$ cat config.mk
export PLATFORM = sky130hd
export DESIGN_NAME = fetch_sequencer_flat
export DESIGN_NICKNAME = d
export VERILOG_FILES = /design/src/rtl/fetch_sequencer_if.sv /design/src/rtl/fetch_sequencer.sv /design/src/flat_wrapper.sv
export SDC_FILE = /design/constraint.sdc
export NUM_CORES = 1
export LEC_CHECK = 0
export CORE_MARGIN = 2
export CORE_UTILIZATION = 40
export CTS_BUF_LIST = sky130_fd_sc_hd__clkbuf_2
export CTS_CLUSTER_DIAMETER = 80
export CTS_CLUSTER_SIZE = 8
export DETAILED_ROUTE_END_ITERATION = 8
export HOLD_SLACK_MARGIN = 0.02
export PLACE_DENSITY = 0.78
export SETUP_SLACK_MARGIN = 0.3
export SLEW_MARGIN = 20
export SYNTH_ARGS = -nofsm -noshare
export SYNTH_HDL_FRONTEND = slang
export SYNTH_SLANG_ARGS = --single-unit
$ cat constraint.sdc
create_clock -name clk -period 1.87 [get_ports clk]
set_input_delay 0.2805 -clock clk [delete_from_list [all_inputs] [get_ports clk]]
set_output_delay 0.2805 -clock clk [all_outputs]
set_load 0.02 [all_outputs]
$ cat src/rtl/fetch_sequencer_if.sv
// fetch_sequencer_if: run/stop, instruction RAM and decoder signals for the fetch sequencer.
interface fetch_sequencer_if;
  logic        run;
  logic        halt_req;
  logic        mem_ready;
  logic [15:0] ram_q;
  logic        ir_en;
  logic        pc_cnt_en;
  logic        pc_sload;
  logic [15:0] pc_load_value;
  logic        sm_extra;
  logic [1:0]  state;
  logic [15:0] instruction;
  logic [15:0] pc;
  logic        halted;
  logic        bus_err;
  modport slave (
    input  run, halt_req, mem_ready, ram_q, ir_en, pc_cnt_en, pc_sload, pc_load_value, sm_extra,
    output state, instruction, pc, halted, bus_err
  );
  modport master (
    output run, halt_req, mem_ready, ram_q, ir_en, pc_cnt_en, pc_sload, pc_load_value, sm_extra,
    input  state, instruction, pc, halted, bus_err
  );
endinterface

$ cat src/rtl/fetch_sequencer.sv
// fetch_sequencer: HALT/FETCH/EXEC1/EXEC2 phase FSM owning the PC, IR and fetch-timeout flag.
module fetch_sequencer #(
  parameter int WAIT_LIMIT = 15
) (
  input  logic             clk,
  input  logic             reset,
  fetch_sequencer_if.slave bus
);
  typedef enum logic [1:0] {FETCH = 2'b00, EXEC2 = 2'b01, EXEC1 = 2'b10, HALT = 2'b11} state_t;
  localparam int CW = $clog2(WAIT_LIMIT + 1);
  state_t        state_q, state_d;
  logic [CW-1:0] wait_q, wait_d;
  logic [15:0]   pc_q, pc_d, ir_q, ir_d;
  logic          err_q, err_d;
  logic          active, step, timeout;
  always_comb begin
    active  = state_q != HALT;
    step    = active && (state_q != FETCH || bus.mem_ready);
    // wait_q counts earlier low cycles, so this is the WAIT_LIMIT-th one
    timeout = state_q == FETCH && !bus.mem_ready && wait_q == CW'(WAIT_LIMIT - 1);
    state_d = state_q;
    case (state_q)
      HALT:    state_d = bus.run ? FETCH : HALT;
      FETCH:   state_d = bus.mem_ready ? EXEC1 : timeout ? HALT : FETCH;
      EXEC1:   state_d = bus.halt_req ? HALT : bus.sm_extra ? EXEC2 : FETCH;
      default: state_d = bus.halt_req ? HALT : FETCH;
    endcase
    wait_d = (state_q == FETCH && !bus.mem_ready && !timeout) ? wait_q + 1'b1 : '0;
    err_d  = timeout | (err_q & !(state_q == HALT && bus.run));
    ir_d   = (active && bus.ir_en && bus.mem_ready) ? bus.ram_q : ir_q;
    pc_d   = !step ? pc_q : bus.pc_sload ? bus.pc_load_value : bus.pc_cnt_en ? pc_q + 16'd1 : pc_q;
  end
  always_ff @(posedge clk) begin
    if (reset) begin
      state_q <= HALT;
      wait_q  <= '0;
      pc_q    <= '0;
      ir_q    <= '0;
      err_q   <= 1'b0;
    end else begin
      state_q <= state_d;
      wait_q  <= wait_d;
      pc_q    <= pc_d;
      ir_q    <= ir_d;
      err_q   <= err_d;
    end
  end
  assign bus.state       = state_q;
  assign bus.instruction = ir_q;
  assign bus.pc          = pc_q;
  assign bus.halted      = state_q == HALT;
  assign bus.bus_err     = err_q;
endmodule

$ cat src/flat_wrapper.sv
// flat-port wrapper written by rule: the top's interface ports become plain ports
module fetch_sequencer_flat 
#(
  parameter int WAIT_LIMIT = 15
)
  (clk, reset, bus_run, bus_halt_req, bus_mem_ready, bus_ram_q, bus_ir_en, bus_pc_cnt_en, bus_pc_sload, bus_pc_load_value, bus_sm_extra, bus_state, bus_instruction, bus_pc, bus_halted, bus_bus_err);
  fetch_sequencer_if bus_i ();
  input  logic clk;
  input  logic reset;
  input wire logic [$bits(bus_i.run)-1:0] bus_run;
  input wire logic [$bits(bus_i.halt_req)-1:0] bus_halt_req;
  input wire logic [$bits(bus_i.mem_ready)-1:0] bus_mem_ready;
  input wire logic [$bits(bus_i.ram_q)-1:0] bus_ram_q;
  input wire logic [$bits(bus_i.ir_en)-1:0] bus_ir_en;
  input wire logic [$bits(bus_i.pc_cnt_en)-1:0] bus_pc_cnt_en;
  input wire logic [$bits(bus_i.pc_sload)-1:0] bus_pc_sload;
  input wire logic [$bits(bus_i.pc_load_value)-1:0] bus_pc_load_value;
  input wire logic [$bits(bus_i.sm_extra)-1:0] bus_sm_extra;
  output wire logic [$bits(bus_i.state)-1:0] bus_state;
  output wire logic [$bits(bus_i.instruction)-1:0] bus_instruction;
  output wire logic [$bits(bus_i.pc)-1:0] bus_pc;
  output wire logic [$bits(bus_i.halted)-1:0] bus_halted;
  output wire logic [$bits(bus_i.bus_err)-1:0] bus_bus_err;
  assign bus_i.run = bus_run;
  assign bus_i.halt_req = bus_halt_req;
  assign bus_i.mem_ready = bus_mem_ready;
  assign bus_i.ram_q = bus_ram_q;
  assign bus_i.ir_en = bus_ir_en;
  assign bus_i.pc_cnt_en = bus_pc_cnt_en;
  assign bus_i.pc_sload = bus_pc_sload;
  assign bus_i.pc_load_value = bus_pc_load_value;
  assign bus_i.sm_extra = bus_sm_extra;
  assign bus_state = bus_i.state;
  assign bus_instruction = bus_i.instruction;
  assign bus_pc = bus_i.pc;
  assign bus_halted = bus_i.halted;
  assign bus_bus_err = bus_i.bus_err;
  fetch_sequencer #(.WAIT_LIMIT(WAIT_LIMIT)) u_core (.clk(clk), .reset(reset), .bus(bus_i));
endmodule
==> results summary <==
0 antenna diodes ended up in the layout. The placement row count is 24. The worst-path maximum fanout came out at 3. The die covers roughly 5300 um^2. The total global routing track utilization came out at 0.205. The number of clock buffers inserted by TritonCTS is 5. The number of synthesis warnings is 0. The largest net degree at the start of global routing is 27.

The hold-fix buffer count after cts is 0. The post-DP HPWL is around 3700 um. The area share of the leading cell type in the synthesized netlist is 0.414. The via count of the first global-routing pass came to about 1,900. The number of max-capacitance violations reported is 0. The setup violation total in the final timing report is 0.

The flow ran to the end, and the final reports show no timing, DRC or antenna violations. The worst-case clock skew is ~6.2 ps. The first global-routing pass estimated between 8000 and 9000 um of wire. The post-synthesis register bit count came out at 39. The post-route minimum period came out at between 1500 and 2000 ps.

By startpoint and endpoint, the worst setup path is classified as register to register. The actual transition at the worst max-transition pin came out at 343 ps. The aggregate global routing overflow is 0. The total area of multi-input combinational cells came out at roughly 1100 um^2. The floorplan step set the die width to just over 70 um. The area taken by flip-flops and latches is 813 um^2. Dividing the detail-routed via count by the number of cells gives 5.36.

The congestion estimate from routability-driven global placement came to just over 0.8. The final worst-path cycle share is 0.886. The endpoint class of the critical path is a register. STA classifies the critical path startpoint as a register. The synthesized cell area came out at between 1500 and 2000 um^2. The count of nets left with antenna violations once routing finished came out at 0.

Derived from the worst setup path, the maximum achievable clock frequency is approximately 0.60 GHz. The power density over the cells is 630 nW/um^2. The final-report max-slew violation count came out at 0. For this run, the register share of the synthesized area comes to 0.414. The post-route DRC violation count came out at 0.

The die is 72.7 um tall. The count of port buffers added during placement came out at 76. The core footprint came out at approximately 4400 um^2. At the end of the flow, the number of nets in the layout was ~380. The top cell types in the final layout, fill and taps aside, are sky130_fd_sc_hd__nand2_1 (47), sky130_fd_sc_hd__clkdlybuf4s50_1 (40), sky130_fd_sc_hd__a21oi_1 (35). The tree is rooted in a sky130_fd_sc_hd__clkbuf_2. The number of fillers in the final layout came out at ~390. Prior to clock tree synthesis, the placed netlist has a worst setup slack of 78.8 ps.

The class of the tightest hold or removal check is input pin to register. sky130_fd_sc_hd__dfxtp_1 takes more of the synthesized area than any other cell. The required time reported for the critical path endpoint came out at 2190 ps. The area added between synthesis and finish is 55.9%. The hold violation count in the final report is 0. The number of detailed-route iterations in the first pass came out at 4. The static power due to leakage came out at approximately 1.2 nW. The total clock sinks came out at 39. Pin placement for this block handled 77 I/O pins. The arrival time reported for the critical path endpoint is a little under 2000 ps.

The initial cell density of the core is 0.425. Measured against its own limit, the worst slew margin works out to 0.769. At the later pin of the worst-skew pair, clock insertion delay measures roughly 380 ps.

The worst setup slack after layout came out at about 210 ps. The mean cell area of the mapped netlist came out at about 7.7 um^2. The peak supply drop is about 0.47 mV. The commonest non-fill, non-tap cell in the layout is sky130_fd_sc_hd__nand2_1.

Setup repair after global routing could not meet its margin everywhere. For this block, the routed nets add up to approximately 5300 um of wire. The clock transition at the registers of the reported paths came out at 190 ps. The maximum buffer depth of the clock tree came out at 2. The detailed router finished its first iteration with 197 violations. The sum of negative setup slack came out at 0 ps. TritonCTS built the clock tree. The synthesized netlist net count came out at between 200 and 300.

The average wire per standard cell is approximately 14 um. The cell count after synthesis came out at 246. The share of cells above drive strength 1 is 0.165. After synthesis, the cell types taking the most area are sky130_fd_sc_hd__dfxtp_1 (41%), sky130_fd_sc_hd__nand2_1 (9.5%), sky130_fd_sc_hd__a21oi_1 (9.3%). The initial antenna violation count came out at 0. The routed layout has roughly 2,100 vias. The H-tree depth is 2. The post-synthesis cell type count came out at 37.
-- worst max-delay path, cell delays in order, from the launching register on --
cell and delay (ps):
sky130_fd_sc_hd__dfxtp_2 390, sky130_fd_sc_hd__nand4_1 140, sky130_fd_sc_hd__or4_4 540, sky130_fd_sc_hd__or4_1 410, sky130_fd_sc_hd__a31oi_1 130
-- final cells by class --
type / count / share of cell area
clock inverter: 2 / 0.00255
sequential: 39 / 0.276
tap: 52 / 0.0221
clock buffer: 6 / 0.0102
inverter: 4 / 0.00510
multi-input combinational: 186 / 0.362
timing repair buffer: 103 / 0.322
-- cell usage after synthesis --
master,count
sky130_fd_sc_hd__mux2i_1,1
sky130_fd_sc_hd__or3_1,3
sky130_fd_sc_hd__a31oi_1,8
sky130_fd_sc_hd__nor2_1,13
sky130_fd_sc_hd__nand2b_1,3
sky130_fd_sc_hd__nand4_2,1
sky130_fd_sc_hd__o211ai_2,1
sky130_fd_sc_hd__a21oi_1,35
sky130_fd_sc_hd__nand3_1,12
sky130_fd_sc_hd__a311oi_1,1
sky130_fd_sc_hd__nor3_1,1
sky130_fd_sc_hd__xnor2_1,1
sky130_fd_sc_hd__and3_1,4
sky130_fd_sc_hd__and4_1,6
sky130_fd_sc_hd__o41ai_1,2
sky130_fd_sc_hd__inv_1,4
sky130_fd_sc_hd__nor3b_1,1
sky130_fd_sc_hd__o211a_2,1
sky130_fd_sc_hd__o21ai_0,2
sky130_fd_sc_hd__nand4_1,7
sky130_fd_sc_hd__o211ai_1,1
sky130_fd_sc_hd__xor2_1,1
sky130_fd_sc_hd__a211oi_1,3
sky130_fd_sc_hd__nor2b_1,1
sky130_fd_sc_hd__a21o_1,5
sky130_fd_sc_hd__a41oi_1,1
sky130_fd_sc_hd__dfxtp_1,39
sky130_fd_sc_hd__buf_2,1
sky130_fd_sc_hd__or4_1,3
sky130_fd_sc_hd__o21ai_1,11
sky130_fd_sc_hd__ha_1,3
sky130_fd_sc_hd__a22o_1,1
sky130_fd_sc_hd__clkbuf_1,16
sky130_fd_sc_hd__nand2_1,48
sky130_fd_sc_hd__nand3b_1,1
sky130_fd_sc_hd__nor4_1,1
sky130_fd_sc_hd__o31ai_1,3
-- worst paths after layout --
kind	startpoint	end	slack, ps	cells past startpoint
max	u_core.bus.pc[11]	u_core.bus.pc[14]	210	4
min	bus_ram_q[14]	u_core.bus.instruction[14]	420	3
max reg2reg	u_core.bus.pc[11]	u_core.bus.pc[14]	210	4
min reg2reg	u_core.bus.instruction[6]	u_core.bus.instruction[6]	460	2
-- metrics by stage --
step	cell area [um^2]	hold slack [ps]	util	std cells	power, mW
after CTS	2890	389	0.651	390	1.85
after floorplan	1920	417	-	246	1.23
after detailed placement	2830	447	0.637	375	1.52
after global routing	2940	379	0.662	392	1.96
final	2940	424	0.662	392	1.86
after global placement	2830	440	0.637	375	1.51
-- repair_timing --
action / in CTS / in global routing
resized for setup: 40 / 16
endpoints found under the setup margin: 37 / 20
pin swaps: 3 / 3
setup buffers: 7 / 2
-- cells by family (layout without fill, tap and decap cells) --
family | after synthesis | in the layout | synth area share
AND/OR/NAND/NOR | 105 | 105 | 0.273
AO/OA/AOI/OAI | 75 | 75 | 0.237
adder cells (fa/ha/maj) | 3 | 3 | 0.0199
XOR/XNOR | 2 | 2 | 0.00928
flip-flops | 39 | 39 | 0.414
buffers and inverters | 21 | 115 | 0.0424
multiplexers | 1 | 1 | 0.00530
-- flip-flops by register name (all words and copies together) (netlist names) --
signal                  flops
u_core.wait_q               4
u_core.bus.pc              16
u_core.bus.instruction     16
u_core.bus.bus_err          1
u_core.bus.state            2
-- per-layer routing --
metal,global-route usage,vias to the layer above,part of all wire
li1,-,1078,-
met1,0.261,937,0.43
met2,0.335,79,0.48
met3,0.0663,6,0.076
met4,0.0556,0,0.011
met5,0,-,0
-- power by group --
| part | internal [mW] | switching [mW] |
|---|---|---|
| Clock | 0.0902 | 0.263 |
| Sequential | 0.893 | 0.0559 |
| Combinational | 0.268 | 0.286 |
Power figures use the tool's default switching activity.
